$ cat config.mk
export PLATFORM = sky130hd
export DESIGN_NAME = fifo_burst_ctrl
export DESIGN_NICKNAME = d
export VERILOG_FILES = /design/src/rtl/fifo_burst_ctrl.sv
export SDC_FILE = /design/constraint.sdc
export NUM_CORES = 1
export LEC_CHECK = 0
export ABC_AREA = 1
export CAP_MARGIN = 20
export CELL_PAD_IN_SITES_DETAIL_PLACEMENT = 1
export CELL_PAD_IN_SITES_GLOBAL_PLACEMENT = 1
export CORE_MARGIN = 5
export CORE_UTILIZATION = 36
export DETAILED_ROUTE_END_ITERATION = 8
export GPL_ROUTABILITY_DRIVEN = 0
export HOLD_SLACK_MARGIN = 0.06
export PLACE_DENSITY_LB_ADDON = 0.1
export SLEW_MARGIN = 30
export SYNTH_ARGS = -nofsm -noshare
export SYNTH_HDL_FRONTEND = slang
export SYNTH_SLANG_ARGS = --single-unit
export TNS_END_PERCENT = 10
$ cat constraint.sdc
create_clock -name REF_CLK_0 -period 2.77 [get_ports REF_CLK_0]
set_clock_uncertainty 0.2 [all_clocks]
set_input_delay 0.554 -clock REF_CLK_0 [delete_from_list [all_inputs] [get_ports REF_CLK_0]]
set_output_delay 0.554 -clock REF_CLK_0 [all_outputs]
set_load 0.01 [all_outputs]
$ cat src/rtl/fifo_burst_ctrl.sv
// -----------------------------------------------------------------------------
// fifo_burst_ctrl
//
// Sequencer for a counter-fed FIFO datapath. It fills the FIFO with
// incrementing counter words up to FILL_LEVEL, then drains it in read bursts
// of BURST_LEN words. Each read word returns RD_LAT cycles after RE. It is
// registered onto dout with a one-cycle dout_valid strobe, and each word is
// checked to be the previous word + 1. FIFO overflow, FIFO underflow and
// sequence breaks park the controller in ERR with a sticky error code until
// clr is asserted.
//
// Ports
//   REF_CLK_0   in   1   clock, rising edge
//   rstn        in   1   asynchronous active-low reset (shared with the FIFO)
//   en          in   1   start pulse, honoured only in IDLE
//   clr         in   1   abort a run / clear a latched error
//   AFULL       in   1   FIFO almost-full, stalls writes
//   AEMPTY      in   1   FIFO almost-empty, stalls reads
//   OVERFLOW    in   1   FIFO overflow flag
//   UNDERFLOW   in   1   FIFO underflow flag
//   Q           in   DW  FIFO read data
//   WE          out  1   FIFO write enable (combinational)
//   RE          out  1   FIFO read enable (combinational)
//   cnt_en      out  1   data-counter advance, identical to WE
//   dout        out  DW  forwarded read word, held between strobes
//   dout_valid  out  1   one-cycle qualifier per forwarded word
//   busy        out  1   high in every state except IDLE
//   err         out  1   sticky error flag
//   err_code    out  2   01 overflow, 10 underflow, 11 sequence, 00 none
//   burst_cnt   out  8   bursts completed in this run, wraps 255 -> 0
// -----------------------------------------------------------------------------
module fifo_burst_ctrl #(
    parameter int DW         = 20,
    parameter int DEPTH      = 64,
    parameter int LVLW       = 7,
    parameter int FILL_LEVEL = 48,
    parameter int BURST_LEN  = 32,
    parameter int RD_LAT     = 1,
    parameter int NUM_BURSTS = 0
) (
    input  logic          REF_CLK_0,
    input  logic          rstn,
    input  logic          en,
    input  logic          clr,
    input  logic          AFULL,
    input  logic          AEMPTY,
    input  logic          OVERFLOW,
    input  logic          UNDERFLOW,
    input  logic [DW-1:0] Q,
    output logic          WE,
    output logic          RE,
    output logic          cnt_en,
    output logic [DW-1:0] dout,
    output logic          dout_valid,
    output logic          busy,
    output logic          err,
    output logic [1:0]    err_code,
    output logic [7:0]    burst_cnt
);

    typedef enum logic [2:0] {
        S_IDLE  = 3'd0,
        S_FILL  = 3'd1,
        S_DRAIN = 3'd2,
        S_FLUSH = 3'd3,
        S_ERR   = 3'd4
    } state_t;

    localparam logic [LVLW-1:0] FILL_LVL_C   = LVLW'(FILL_LEVEL);
    localparam logic [LVLW-1:0] BURST_C      = LVLW'(BURST_LEN);
    localparam logic [LVLW-1:0] DEPTH_C      = LVLW'(DEPTH);
    localparam logic [LVLW-1:0] LVL_ZERO_C   = LVLW'(0);
    localparam logic [LVLW-1:0] LVL_ONE_C    = LVLW'(1);
    localparam logic [1:0]      FLUSH_LAST_C = 2'(RD_LAT - 1);
    localparam logic [7:0]      NUM_BURSTS_C = 8'(NUM_BURSTS);
    localparam logic [RD_LAT-1:0] PIPE_ZERO_C = RD_LAT'(0);
    localparam logic [DW-1:0]   DW_ZERO_C    = DW'(0);
    localparam logic [DW-1:0]   DW_ONE_C     = DW'(1);

    // Error code with fixed priority: overflow, then underflow, then sequence.
    function automatic logic [1:0] f_err_code(input logic ovf,
                                              input logic unf,
                                              input logic seq);
        logic [1:0] code;
        if (ovf) begin
            code = 2'b01;
        end else if (unf) begin
            code = 2'b10;
        end else if (seq) begin
            code = 2'b11;
        end else begin
            code = 2'b00;
        end
        return code;
    endfunction

    state_t            r_state;
    state_t            w_next;
    logic [LVLW-1:0]   r_level;
    logic [LVLW-1:0]   r_rd_issued;
    logic [1:0]        r_flush_cnt;
    logic [RD_LAT-1:0] r_rd_pipe;
    logic [DW-1:0]     r_prev;
    logic              r_seq_armed;

    logic              w_we;
    logic              w_re;
    logic              w_active;
    logic              w_seq_err;
    logic              w_err_hit;
    logic              w_burst_done;
    logic              w_drop_pipe;
    logic              w_q_valid;
    logic [7:0]        w_burst_next;

    assign w_active     = (r_state == S_FILL) || (r_state == S_DRAIN) || (r_state == S_FLUSH);
    // The first word after a start is the reference, so it is never flagged.
    assign w_seq_err    = dout_valid && r_seq_armed && (dout != (r_prev + DW_ONE_C));
    assign w_err_hit    = w_active && (OVERFLOW || UNDERFLOW || w_seq_err);
    assign w_burst_next = burst_cnt + 8'd1;
    // Words still in flight are discarded whenever the run stops abruptly.
    assign w_drop_pipe  = (w_next == S_ERR) || (w_next == S_IDLE);
    assign w_q_valid    = r_rd_pipe[RD_LAT-1];

    assign WE     = w_we;
    assign cnt_en = w_we;
    assign RE     = w_re;
    assign busy   = (r_state != S_IDLE);

    // Next-state and FIFO strobe decode.
    always_comb begin
        w_next       = r_state;
        w_we         = 1'b0;
        w_re         = 1'b0;
        w_burst_done = 1'b0;
        case (r_state)
            S_IDLE: begin
                if (en) begin
                    w_next = S_FILL;
                end else begin
                    w_next = S_IDLE;
                end
            end
            S_FILL: begin
                // WE depends only on state, level and AFULL; the DEPTH bound is a backstop.
                w_we = (r_level < FILL_LVL_C) && (r_level < DEPTH_C) && !AFULL;
                if (w_err_hit) begin
                    w_next = S_ERR;
                end else if (clr) begin
                    w_next = S_IDLE;
                end else if (r_level == FILL_LVL_C) begin
                    w_next = S_DRAIN;
                end else begin
                    w_next = S_FILL;
                end
            end
            S_DRAIN: begin
                w_re = (r_rd_issued < BURST_C) && (r_level != LVL_ZERO_C) && !AEMPTY;
                if (w_err_hit) begin
                    w_next = S_ERR;
                end else if (clr) begin
                    w_next = S_IDLE;
                end else if ((r_rd_issued == BURST_C) || (r_level == LVL_ZERO_C)) begin
                    w_next = S_FLUSH;
                end else begin
                    w_next = S_DRAIN;
                end
            end
            S_FLUSH: begin
                if (w_err_hit) begin
                    w_next = S_ERR;
                end else if (clr) begin
                    w_next = S_IDLE;
                end else if (r_flush_cnt == FLUSH_LAST_C) begin
                    w_burst_done = 1'b1;
                    if ((NUM_BURSTS_C != 8'd0) && (w_burst_next == NUM_BURSTS_C)) begin
                        w_next = S_IDLE;
                    end else begin
                        w_next = S_FILL;
                    end
                end else begin
                    w_next = S_FLUSH;
                end
            end
            S_ERR: begin
                if (clr) begin
                    w_next = S_IDLE;
                end else begin
                    w_next = S_ERR;
                end
            end
            default: begin
                w_next = S_IDLE;
            end
        endcase
    end

    // State register.
    always_ff @(posedge REF_CLK_0 or negedge rstn) begin
        if (!rstn) begin
            r_state <= S_IDLE;
        end else begin
            r_state <= w_next;
        end
    end

    // FIFO occupancy mirror; kept across clr because the FIFO keeps its words.
    always_ff @(posedge REF_CLK_0 or negedge rstn) begin
        if (!rstn) begin
            r_level <= LVL_ZERO_C;
        end else if (w_we) begin
            r_level <= r_level + LVL_ONE_C;
        end else if (w_re) begin
            r_level <= r_level - LVL_ONE_C;
        end else begin
            r_level <= r_level;
        end
    end

    // Reads issued in the current drain burst.
    always_ff @(posedge REF_CLK_0 or negedge rstn) begin
        if (!rstn) begin
            r_rd_issued <= LVL_ZERO_C;
        end else if (r_state != S_DRAIN) begin
            r_rd_issued <= LVL_ZERO_C;
        end else if (w_re) begin
            r_rd_issued <= r_rd_issued + LVL_ONE_C;
        end else begin
            r_rd_issued <= r_rd_issued;
        end
    end

    // Cycles spent waiting in FLUSH for the last read word.
    always_ff @(posedge REF_CLK_0 or negedge rstn) begin
        if (!rstn) begin
            r_flush_cnt <= 2'd0;
        end else if (r_state != S_FLUSH) begin
            r_flush_cnt <= 2'd0;
        end else begin
            r_flush_cnt <= r_flush_cnt + 2'd1;
        end
    end

    // Completed-burst counter, restarted by each new run.
    always_ff @(posedge REF_CLK_0 or negedge rstn) begin
        if (!rstn) begin
            burst_cnt <= 8'd0;
        end else if ((r_state == S_IDLE) && en) begin
            burst_cnt <= 8'd0;
        end else if (w_burst_done) begin
            burst_cnt <= w_burst_next;
        end else begin
            burst_cnt <= burst_cnt;
        end
    end

    // Read-latency pipeline: bit k set means a read issued k+1 cycles ago.
    always_ff @(posedge REF_CLK_0 or negedge rstn) begin
        if (!rstn) begin
            r_rd_pipe <= PIPE_ZERO_C;
        end else if (w_drop_pipe) begin
            r_rd_pipe <= PIPE_ZERO_C;
        end else begin
            r_rd_pipe <= (r_rd_pipe << 1'b1) | RD_LAT'(w_re);
        end
    end

    // Capture returning FIFO data onto dout; dout holds between strobes.
    always_ff @(posedge REF_CLK_0 or negedge rstn) begin
        if (!rstn) begin
            dout       <= DW_ZERO_C;
            dout_valid <= 1'b0;
        end else if (w_q_valid && !w_drop_pipe) begin
            dout       <= Q;
            dout_valid <= 1'b1;
        end else begin
            dout       <= dout;
            dout_valid <= 1'b0;
        end
    end

    // Sequence reference: last forwarded word and whether one exists yet.
    always_ff @(posedge REF_CLK_0 or negedge rstn) begin
        if (!rstn) begin
            r_prev      <= DW_ZERO_C;
            r_seq_armed <= 1'b0;
        end else if ((r_state == S_IDLE) && en) begin
            r_prev      <= r_prev;
            r_seq_armed <= 1'b0;
        end else if (dout_valid) begin
            r_prev      <= dout;
            r_seq_armed <= 1'b1;
        end else begin
            r_prev      <= r_prev;
            r_seq_armed <= r_seq_armed;
        end
    end

    // Sticky error flag and code; only clr in ERR releases them.
    always_ff @(posedge REF_CLK_0 or negedge rstn) begin
        if (!rstn) begin
            err      <= 1'b0;
            err_code <= 2'b00;
        end else if (w_err_hit) begin
            err      <= 1'b1;
            err_code <= f_err_code(OVERFLOW, UNDERFLOW, w_seq_err);
        end else if ((r_state == S_ERR) && clr) begin
            err      <= 1'b0;
            err_code <= 2'b00;
        end else begin
            err      <= err;
            err_code <= err_code;
        end
    end

endmodule

# Word-level counts from Yosys, hierarchy flattened
# Cells that the tools add are included.
# word_totals
register_bits	73
input_bits	28
# op_classes
addsub	6
order_cmp	3
n_eq_ne	10
mux	36
bitwise_logic	1
reduce_logical	31
# ops
op	count
$mux 7	4
$mux 2	11
$add 20x1->20 const B	1
$ne 20x20->1	1
$mux 8	2
$pmux 3 s5	1
$add 7x1->7 const B	2
$eq 7x6->1 const B	2
$lt 7x6->1 const B	2
$mux 1	14
$mux 3	4
$logic_and 1x1->1	10
$reduce_bool 2->1	5
$add 8x1->8 const B	1
$logic_not 7->1	1
$lt 7x7->1 const B	1
$reduce_bool 7->1	1
$sub 7x1->7 const B	1
$eq 3x2->1 const B	2
$eq 3x3->1 const B	2
$logic_not 3->1	2
$logic_or 1x1->1	6
$ne 3x2->1 const B	2
$eq 3x1->1 const B	1
other kinds (6)	8

# Logic depth before layout (Yosys ltp)
# depth
word_depth	12
ltp_mapped	21

# Least setup slack after synthesis
# No wires, ideal clock.
# synth_timing
kind	input to register
startpoint	input port AFULL
endpoint	register r_level[5]
setup_ps	126
arrival_time_ps	2754
slack_ps	-310
stages	12
path_cell_list	nor4_1 -> inv_1 -> ha_1 -> a21oi_1 -> inv_1 -> a31oi_1 -> nor2_1 -> o21ai_0 -> nand2_1 -> xor2_1 -> nand2_1 -> o21ai_0
# synth_via
elab_chain_len	4
elab_cells_between_ends	5
# synth_rtl
element	line_no	source
from (decl)	45	input logic AFULL,
$logic_not 1->1 (*)	146	w_we = (r_level < FILL_LVL_C) && (r_level < DEPTH_C) && !AFULL;
$logic_and 1x1->1 (*)	146	
$mux 1 (*)	136	case (r_state)
$mux 7 or $reduce_bool 2->1 (tied branches)	-	
to (signal assigned)	212	r_level <= r_level + LVL_ONE_C;
to (signal assigned)	214	r_level <= r_level - LVL_ONE_C;
to (signal assigned)	216	r_level <= r_level;
to (decl)	99	logic [LVLW-1:0] r_level;
# Mark *: on every way between the ends. The rest lies on a longest branch, timed or not.
# A chain may end at the register's enable or synchronous reset.

# Final worst setup path
# layout_timing
startpoint	input port AFULL
endpoint	output port cnt_en
# layout_via
elab_chain_len	3
# layout_rtl
element	line_no	source
$logic_not 1->1	146	
$logic_and 1x1->1	146	
$mux 1	136	
to (decl)	52	output logic cnt_en,
# No other way between the ends.

==> metrics.txt <==
DR WL/cell=15.3 um; actual slew at the worst max-slew pin=0.476 ns; Power Density=647 mW/mm^2; count leader, synth=nand2_1; Overflow after GRT=0; unrepaired setup endpoints after global routing=true; first-pass GRT wire length=19,600 um; number of buffers added on ports=63; post-synth cell types=35; Tmin final=2.73 ns; Net Count, Synth=551; P_leak=2.65 nW; top cell type by total area after synthesis=dfrtp_1; Core Region=0.0114 mm^2; period utilization=98.6%; Hold Vio Cnt, Final=0; max-slew violation count=0; vias in the first global route=4,017; Seq/Total Area, Yosys=43.8%; Clock Tree Buf Depth=2; Max IR drop VDD=518 uV; status=completed; DRC Markers=0; Setup violations, final=0; Synth top area share=43.8%; clk_lat worst skew=0.34 ns; hold crit path type=register to register; Layout area overhead=33.1%; Data arrival, critical path=1.98 ns; FF+latch count, synth=73; required time worst endpoint=2.02 ns; syn avg cell area=8.15 um^2; Antenna diodes=0; site row count=39; max-cap viol count=0; Mapped Area=0.00417 mm^2; Startpoint Class=input port; CTS H-tree depth=3; Vias/cell=4.83; FMAX=366 MHz; total power=3.59 mW; number of synthesized flops with an enable pin=0; ranking of synthesized cells by area=dfrtp_1, nand2_1, inv_1; clk slew on worst S/H paths=0.06 ns; routed vias=3,639; num ports=64; starting density of the core=36.7%; Synth Flop Type=dfrtp_1; synth warn=0; share of layout cells above drive strength 1=16.4%; Mapped Cells=512; Antenna Violating Nets Remaining=0; dpl hpwl=8480 um; largest net degree at the start of global routing=41; die span in x=118 um; initial drt markers=125; initial antenna violation count=0; CP Capture Type=output pin; CTS tree=yes; Rel. slew slack=68.2%; final wirelength=11,600 um; clk root buf=clkbuf_16; list of most frequent post-synthesis cells=nand2_1, dfrtp_1, inv_1; CTS Buf Count=9; die area=0.0138 mm^2; crit path kind=input port to output pin; First-pass DRT Iterations=4; DIE HEIGHT=118 um; clock sinks=73; Post-synth ARST share=100%; Overall Global Routing Usage=17.2%; worst-path fanout max=3; NumNets Final=645; core occupancy in the finished layout=48.8%
## final cells by class
| class | instances | area [um^2] |
|---|---|---|
| clock buffers | 13 | 260 |
| flip-flops and latches | 73 | 1830 |
| fillers | 1359 | 5820 |
| repair buffers | 93 | 893 |
| inverters | 60 | 225 |
| clock inverters | 3 | 15.0 |
| multi-input cells | 369 | 2150 |
| well taps | 143 | 179 |
## registers in the layout, summed over array words and instances (netlist names)
name,cells
r_rd_pipe,1
dout_valid,1
r_prev,20
dout,20
r_rd_issued,7
err,1
r_seq_armed,1
err_code,2
r_level,7
burst_cnt,8
r_state,3
r_flush_cnt,2
## cells in the final DEF (no fill, tap or decap), types with 9 or more instances in the layout
cell and n:
ha_1 9, inv_1 57, dfrtp_1 72, clkbuf_16 9
nand3_1 42, o21ai_0 22, buf_4 23, nand2_1 144
xnor2_1 15, nor2_1 36, clkdlybuf4s50_1 61, xor2_1 17
mux2_2 16
## routing by layer
layer	GRT usage (%)	vias up	part of all wire (%)
li1	-	1813	-
met1	21.1	1778	46
met2	29.7	38	51
met3	4.90	10	2.6
met4	4.23	0	1.0
met5	0	-	0
## critical path, cell delays in order
cell and delay [ns]:
clkdlybuf4s50_1 0.44, nor4_4 0.29, buf_4 0.16, clkdlybuf4s50_1 0.53
## power breakdown
group          leakage [nW]  internal [mW]  switching (mW)
registers             0.993           1.19           0.119
logic                  1.51          0.549           0.630
clock network         0.139          0.651           0.451
total                  2.65           2.39            1.20
## metrics by stage
step                hold WS (ns)  std cells  setup slack, ns  area (um^2)  setup TNS [ns]
detailed placement         0.241        731           -0.286         5110          -0.786
global route               0.252        754           -0.166         5550           -4.22
global placement           0.215        731           -0.218         5110          -0.553
floorplan                 0.0584        512           0.0935         4190               0
finish                     0.240        754           0.0375         5550               0
CTS                        0.249        749           0.0161         5400               0
## worst paths after layout
| path | slack [ns] | cells past startpoint | endpoint | start |
|---|---|---|---|---|
| min in group asynchronous | 0.51 | 2 | r_rd_issued[4]$_DFFE_PN0P_ | rstn |
| hold reg to reg | 0.24 | 1 | r_flush_cnt[0]$_DFF_PN0_ | r_flush_cnt[0]$_DFF_PN0_ |
| setup / recovery | 0.04 | 4 | cnt_en | AFULL |
| hold / removal | 0.24 | 1 | r_flush_cnt[0]$_DFF_PN0_ | r_flush_cnt[0]$_DFF_PN0_ |
| setup reg to reg | 0.07 | 17 | dout[6]$_DFFE_PN0P_ | r_prev[1]$_DFFE_PN0P_ |
| max in group asynchronous | 1.27 | 3 | r_state[0]$_DFF_PN0_ | rstn |
## cell families after synthesis
logic type,after synthesis,share of synthesized area [%]
compound gates,37,4.92
xor+xnor,33,6.93
fa+ha+maj,11,3.48
buf+inv,71,7.32
flops,73,43.8
mux,16,4.32
simple gates,271,29.2
## what timing repair did
item,in CTS,in global routing
endpoints found under the hold margin,33,0
setup endpoints to repair,1,39
pin swaps,0,6
buffers inserted,1,3
gates cloned,0,2
hold buffers,1,0
gates resized for setup,2,33
Power figures use the tool's default switching activity.
